### src/rtl/unidade_exibe_sequencia.sv
// -----------------------------------------------------------------------------
// unidade_exibe_sequencia
//
// Plays back the stored sequence of plays for one round. On iniciar it walks
// memory addresses 0..rodada in order. Each play is lit on the LEDs for T_ON
// clocks and is followed by a dark gap of T_OFF clocks. When the last address
// has been shown it pulses fim for one clock.
//
// Ports:
//   clock      in   system clock, rising edge
//   reset      in   asynchronous reset, active low
//   iniciar    in   start request, only honoured while idle
//   abortar    in   synchronous abort back to idle (no fim pulse)
//   rodada     in   last address to show (inclusive), latched on start
//   dado_mem   in   memory read data, valid one clock after endereco changes
//   endereco   out  memory read address
//   leds       out  LED drive (one-hot play code)
//   ocupado    out  high whenever the block is not idle
//   fim        out  one-clock pulse when playback completes
//   db_estado  out  debug state code (7 = illegal encoding)
// -----------------------------------------------------------------------------
module unidade_exibe_sequencia #(
    parameter int ADDR_W = 4,
    parameter int DATA_W = 4,
    parameter int T_ON   = 500,
    parameter int T_OFF  = 250
) (
    input  logic              clock,
    input  logic              reset,
    input  logic              iniciar,
    input  logic              abortar,
    input  logic [ADDR_W-1:0] rodada,
    input  logic [DATA_W-1:0] dado_mem,
    output logic [ADDR_W-1:0] endereco,
    output logic [DATA_W-1:0] leds,
    output logic              ocupado,
    output logic              fim,
    output logic [2:0]        db_estado
);

    // The timer only ever counts up to T-1 inside a phase, so it needs just
    // enough bits for max(T_ON,T_OFF)-1.
    localparam int T_MAX = (T_ON > T_OFF) ? T_ON : T_OFF;
    localparam int TMR_W = (T_MAX > 1) ? $clog2(T_MAX) : 1;
    localparam logic [TMR_W-1:0] ON_LAST  = TMR_W'(T_ON - 1);
    localparam logic [TMR_W-1:0] OFF_LAST = TMR_W'(T_OFF - 1);

    typedef enum logic [2:0] {
        OCIOSO  = 3'd0,
        CARREGA = 3'd1,
        ACENDE  = 3'd2,
        APAGA   = 3'd3,
        PROXIMO = 3'd4,
        FIM     = 3'd5
    } estado_t;

    estado_t           estado_q,   estado_d;
    logic [TMR_W-1:0]  timer_q,    timer_d;
    logic [ADDR_W-1:0] endereco_q, endereco_d;
    logic [ADDR_W-1:0] rodada_q,   rodada_d;
    logic [DATA_W-1:0] leds_q,     leds_d;

    always_ff @(posedge clock or negedge reset) begin
        if (!reset) begin
            estado_q   <= OCIOSO;
            timer_q    <= '0;
            endereco_q <= '0;
            rodada_q   <= '0;
            leds_q     <= '0;
        end else begin
            estado_q   <= estado_d;
            timer_q    <= timer_d;
            endereco_q <= endereco_d;
            rodada_q   <= rodada_d;
            leds_q     <= leds_d;
        end
    end

    always_comb begin
        estado_d   = estado_q;
        timer_d    = timer_q;
        endereco_d = endereco_q;
        rodada_d   = rodada_q;
        leds_d     = leds_q;

        if (abortar) begin
            estado_d   = OCIOSO;
            timer_d    = '0;
            endereco_d = '0;
            leds_d     = '0;
        end else begin
            case (estado_q)
                OCIOSO: begin
                    leds_d = '0;
                    if (iniciar) begin
                        rodada_d   = rodada;
                        endereco_d = '0;
                        estado_d   = CARREGA;
                    end
                end
                // Address has been stable for one clock here, so the memory
                // output now belongs to it.
                CARREGA: begin
                    leds_d   = dado_mem;
                    timer_d  = '0;
                    estado_d = ACENDE;
                end
                ACENDE: begin
                    if (timer_q == ON_LAST) begin
                        timer_d  = '0;
                        leds_d   = '0;
                        estado_d = APAGA;
                    end else begin
                        timer_d = timer_q + TMR_W'(1);
                    end
                end
                APAGA: begin
                    if (timer_q == OFF_LAST) begin
                        timer_d  = '0;
                        estado_d = PROXIMO;
                    end else begin
                        timer_d = timer_q + TMR_W'(1);
                    end
                end
                // Compare before incrementing so the top address never wraps.
                PROXIMO: begin
                    if (endereco_q == rodada_q) begin
                        estado_d = FIM;
                    end else begin
                        endereco_d = endereco_q + ADDR_W'(1);
                        estado_d   = CARREGA;
                    end
                end
                FIM: begin
                    estado_d = OCIOSO;
                end
                default: begin
                    estado_d = OCIOSO;
                    timer_d  = '0;
                    leds_d   = '0;
                end
            endcase
        end
    end

    // Moore outputs: decoded from registered state only.
    assign endereco = endereco_q;
    assign leds     = leds_q;
    assign ocupado  = (estado_q != OCIOSO);
    assign fim      = (estado_q == FIM);

    always_comb begin
        case (estado_q)
            OCIOSO, CARREGA, ACENDE, APAGA, PROXIMO, FIM: db_estado = estado_q;
            default:                                      db_estado = 3'd7;
        endcase
    end

endmodule

### config.mk
export PLATFORM = sky130hd
export DESIGN_NAME = unidade_exibe_sequencia
export DESIGN_NICKNAME = d
export VERILOG_FILES = /design/src/rtl/unidade_exibe_sequencia.sv
export SDC_FILE = /design/constraint.sdc
export NUM_CORES = 1
export LEC_CHECK = 0
export ABC_AREA = 0
export CORE_MARGIN = 2
export CORE_UTILIZATION = 54
export DETAILED_ROUTE_END_ITERATION = 16
export HOLD_SLACK_MARGIN = 0.02
export PLACE_DENSITY = 0.84
export SYNTH_ARGS = -nofsm -noshare
export SYNTH_HDL_FRONTEND = slang
export SYNTH_SLANG_ARGS = --single-unit
export TNS_END_PERCENT = 10
### constraint.sdc
create_clock -name clock -period 3.8 [get_ports clock]
set_input_delay 0.38 -clock clock [delete_from_list [all_inputs] [get_ports clock]]
set_output_delay 0.38 -clock clock [all_outputs]
set_load 0.03 [all_outputs]
**Word-level counts from Yosys, hierarchy flattened**

Cells that the tools add are included.

- Output and inout bits: 13
- Bits in registers: 24

- Add/sub/neg operators: 2
- Reductions and logical operators: 10
- Bitwise gates (word level): 1
- Multiplexer cells: 18
- Equality and inequality tests: 14

Operator list:

| cell | number |
|---|---|
| 9-bit 2-to-1 mux | 3 |
| 9-bit case mux with 3 select lines | 1 |
| 4-bit 2-to-1 mux | 5 |
| 3-bit 2-to-1 mux | 6 |
| 3-bit case mux with 5 select lines | 1 |
| 3-bit != test, second input constant | 4 |
| 4-bit case mux with 3 select lines | 1 |
| 9-bit by 1-bit adder with 9-bit output, second input constant | 1 |
| 9-bit by 8-bit equality test with 1-bit output, second input constant | 1 |
| 9-bit equality test, second input constant | 1 |
| 3-bit AND reduction | 3 |
| 4-bit case mux with 2 select lines | 1 |
| 3-bit by 2-bit equality test with 1-bit output, second input constant | 2 |
| 3-bit equality test, second input constant | 2 |
| 3-bit nonzero test | 2 |
| 3-bit OR reduction | 2 |
| 6-bit OR reduction | 1 |
| 4-bit by 1-bit adder with 4-bit output, second input constant | 1 |
| 4-bit equality test | 1 |
| 2-bit by 1-bit != test with 1-bit output, second input constant | 2 |
| 3-bit by 1-bit equality test with 1-bit output, second input constant | 1 |
| 3-bit zero test | 1 |
| 2-bit AND reduction | 1 |
| 1-bit inverter | 1 |

**Logic depth before layout (Yosys ltp)**

- Depth in word-level cells: 4
- Mapped depth: 7

**Least setup slack after synthesis**

No wires, ideal clock.

- Path type: register -> output
- Start: register estado_q[1]
- End: output port fim
- Setup slack: 2092 ps
- Stages on the path, launching flop included: 3
- Arrival time: 1328 ps
- Path buffers: 1
- Required time: 3420 ps
- Path through: dfrtp_1 -> clkbuf_1 -> nor3b_1

- Longest elaborated chain between the ends: 1

Ends and longest elaborated chain:

| item | line | RTL |
|---|---|---|
| from (decl) | 57 | `estado_t estado_q, estado_d;` |
| from (signal assigned) | 71 | `estado_q <= estado_d;` |
| 3-bit equality test | 150 | `assign fim = (estado_q == FIM);` |
| to (decl) | 37 | `output logic fim,` |

Every way passes these cells.

**Worst setup path in the final report**

- Start: register estado_q[0]
- End: output port fim

Same word-level chain as after synthesis.

==> impl_metrics.tcl <==
set metrics [dict create \
    synthesis.yosys.warnings 0 \
    synth.cell_area_um2 1330 \
    max-cap-violations 0 \
    postLayoutSetupSlackWorst_ns 1.50 \
    critical_path.max_fanout 10 \
    total_drc_errors_in_the_routed_layout 0 \
    holdPathStages 1 \
    yosys.area.top_type "dfrtp_1" \
    synth.mux.area_fraction_pct 4.14 \
    critical-path-top-delay-family "buffers and inverters" \
    compound_gate_portion_of_the_synthesized_area_pct 17.1 \
    postCtsResizedCells 0 \
    library_cells_used_by_synthesis 42 \
    data_required_critical_path_ns 3.42 \
    hold_wc_path_type "reg -> reg" \
    gp_congestion 0.845 \
    antenna_found_initial 0 \
    place.port_buffers 24 \
    ff2ff_setup_slack_ns 2.02 \
    worst_slew_margin_rel_pct 29.3 \
    kind_of_capture_point_of_the_worst_setup_path "primary output" \
    synthFlopType "dfrtp_1" \
    cts_bufs_inserted 3 \
    ctsHoldBuffers 0 \
    layout_worst_path_cycle_share_pct 60.6 \
    preCtsSetupSlack_ns 1.68 \
    critical_path.slowest_cell "clkdlybuf4s50_1" \
    net_switching_fraction_of_the_power_pct 25.0 \
    rsz0062_at_grt "false" \
    grt_pass1_vias 1034 \
    chipHeight_um 53.7 \
    hold_viol 0 \
    final.setup_skew_ns 0.00265 \
    grt_use_total_pct 23.7 \
    pin_count_of_the_biggest_net_entering_global_routing 25 \
    drive_gt1_share_pct 9.49 \
    worstReg2RegEnd "timer_q[4]" \
    post_cts_buffers 0 \
    synth_enable_flop_cells 0 \
    vdd_drop_max_v 0.000285 \
    synthArstFlopShare_pct 100 \
    fp-row-count 17 \
    power-per-cell-area_nw_per_um2 345 \
    syn_area_per_cell_um2 9.65 \
    insertion_delay_ns 0.31 \
    timing.critical_path.arrival_ns 1.92 \
    crit_path_start_kind "flip-flop" \
    timing_worst_slew_pin_value_ns 1.06 \
    yosysSeqAreaShare_pct 45.1 \
    tritoncts_clock_tree "yes" \
    synth_top_area_share_pct 45.1 \
    run_status "finished, final reports clean" \
    setup-tns-final_ns 0 \
    switching_power_mw 0.139 \
    sinks_on_clock_net 24 \
    htree_levels 1 \
    synth_cells 138 \
    ys_top_cells_by_area "dfrtp_1 (45%), nand2_1 (5.9%), xnor2_1 (4.6%)" \
    top_level_ports 25 \
    global_route_wire_length_before_repair_mm 4.86 \
    crit_buf_inv 2 \
    dieArea_um2 2880 \
    remaining_number_of_nets_flagged_by_the_antenna_check_after_routing 0 \
    critical_path_cell_count 3 \
    crit_type "reg -> out" \
    die_w_um 53.7 \
    path_cells "inv_1 > nor3b_1 > clkdlybuf4s50_1" \
    combPwrFrac_pct 15.9 \
    yosys_register_bits 24 \
    max_freq_mhz 434 \
    nNetsFinal 174 \
    synthSimpleGateAreaFrac_pct 21.7 \
    wire_per_inst_um 15.6 \
    drt_iter0_markers 27 \
    largest_family_of_logic_cells_by_synthesized_area "simple AND/OR/NAND/NOR gates" \
    timing.hold.worst_endpoint "leds[0]" \
    floorplan.initialDensity_pct 58.5 \
    final_period_minus_worst_setup_slack_ns 2.30 \
    vias_per_cell 5.84 \
    timing_max_transition_violations_final 0 \
    yosys.area_share.adder_pct 2.82 \
    worstHoldStart "leds[0]" \
    via_count 1087 \
    internal_power_mw 0.419 \
    placeableCoreArea_um2 2280 \
    clock-root-buffer "clkbuf_4" \
    areaGrowthSynthToFinish_pct 21.5 \
    clock_power_share_pct 33.2 \
    synth.most_common_cell "dfrtp_1" \
    max_stage_delay_ns 0.70 \
    syn-num-nets 153 \
    clk_pin_slew_ns 0.14 \
    globalRouteOverflowTotal 0 \
    total_power_mw 0.559 \
    synth_xor_xnor_area_share_pct 4.61 \
    p_leak_nw 0.629 \
    n_antenna_cell 0 \
    dp.final_hpwl_mm 2.12 \
    seq_power_share_pct 50.9 \
    clockBufferDepth 2 \
    setup-violations-final 0 \
    drt-total-wl_mm 2.91 \
    detail_route.first_pass.iterations 4 \
    crit-reg2reg-launch "estado_q[1]" \
    timing.reg2reg.worst_path_depth 3 \
    synth_common_cells "dfrtp_1 (24), nand2_1 (21), xnor2_1 (7), nand3_1 (6)" \
]
[sequential cells by signal (all words and copies together) (netlist names)]
| name | count |
|---|---|
| estado_q | 3 |
| timer_q | 9 |
| rodada_q | 4 |
| endereco | 4 |
| leds | 4 |
[placed cells by master, fill, tap and decap left out, types with 2 or more instances in the layout]
| cell | Yosys | layout |
|---|---|---|
| nor3_1 | 4 | 4 |
| clkbuf_4 | 0 | 3 |
| nor4_1 | 2 | 2 |
| o31a_1 | 2 | 2 |
| dfrtp_1 | 24 | 24 |
| o21ai_0 | 4 | 4 |
| o21ai_1 | 5 | 5 |
| xnor2_1 | 7 | 7 |
| a22o_1 | 4 | 4 |
| mux2_2 | 4 | 4 |
| nand3_1 | 6 | 6 |
| ha_1 | 3 | 3 |
| o211ai_2 | 3 | 3 |
| or3_1 | 4 | 4 |
| clkdlybuf4s50_1 | 0 | 24 |
| nand2_1 | 21 | 21 |
| nand4_1 | 3 | 3 |
| or2_2 | 2 | 2 |
| inv_1 | 5 | 5 |
| o22ai_1 | 3 | 3 |
| nor2_1 | 5 | 5 |
[area by class of cell]
cell class | instances | area, µm²
Multi-Input combinational cell | 101 | 671
Fill cell | 161 | 658
Sequential cell | 24 | 601
Timing Repair Buffer | 24 | 240
Tap cell | 28 | 35.0
Clock inverter | 1 | 30.0
Clock buffer | 3 | 22.5
Inverter | 5 | 18.8
[cell families (layout without fill, tap and decap cells)]
logic type,count (synthesis),in the layout
DFF,24,24
muxes,5,5
and+or+nand+nor,56,56
AOI/OAI and AO/OA,30,30
xor gates and xnor gates,7,7
adders and majority gates,3,3
buffers and inverters,13,33
[worst max path at each step]
stage	endpoint	startpoint
global route	fim	estado_q[0]
CTS	fim	estado_q[0]
finish	fim	estado_q[0]
detailed placement	timer_q[4]	abortar
global placement	timer_q[5]	abortar
floorplan	fim	estado_q[1]
[worst register-to-register path: stages, from the launching register on]
cell	delay, ns
dfrtp_1	0.57
or3b_1	0.54
or2_1	0.40
o211ai_2	0.21
[routing by layer]
metal | share of wire [%] | vias up | track usage (%)
met2 | 49 | 29 | 39.5
met3 | 4.4 | 3 | 3.33
met4 | 0.62 | 0 | 7.69
met1 | 46 | 522 | 31.6
li1 | - | 533 | -
met5 | 0 | - | 0
[per-stage QoR]
stage | util [%] | hold WS, ns | area, µm² | instances
CTS | 71.1 | 0.522 | 1620 | 186
floorplan | - | 0.0844 | 1330 | 138
detailed placement | 68.8 | 0.487 | 1570 | 182
global placement | 68.8 | 0.487 | 1570 | 182
finish | 71.1 | 0.523 | 1620 | 186
global route | 71.1 | 0.540 | 1620 | 186
[power groups by stage]
stage / registers (mW) / clock network (mW) / logic [mW]
2_1_floorplan: 0.285 / 0 / 0.0568
3_3_place_gp: 0.288 / 0 / 0.0853
3_5_place_dp: 0.289 / 0 / 0.0893
4_1_cts: 0.284 / 0.188 / 0.0897
5_1_grt: 0.287 / 0.196 / 0.0980
6_report: 0.285 / 0.185 / 0.0887
Power figures use the tool's default switching activity.
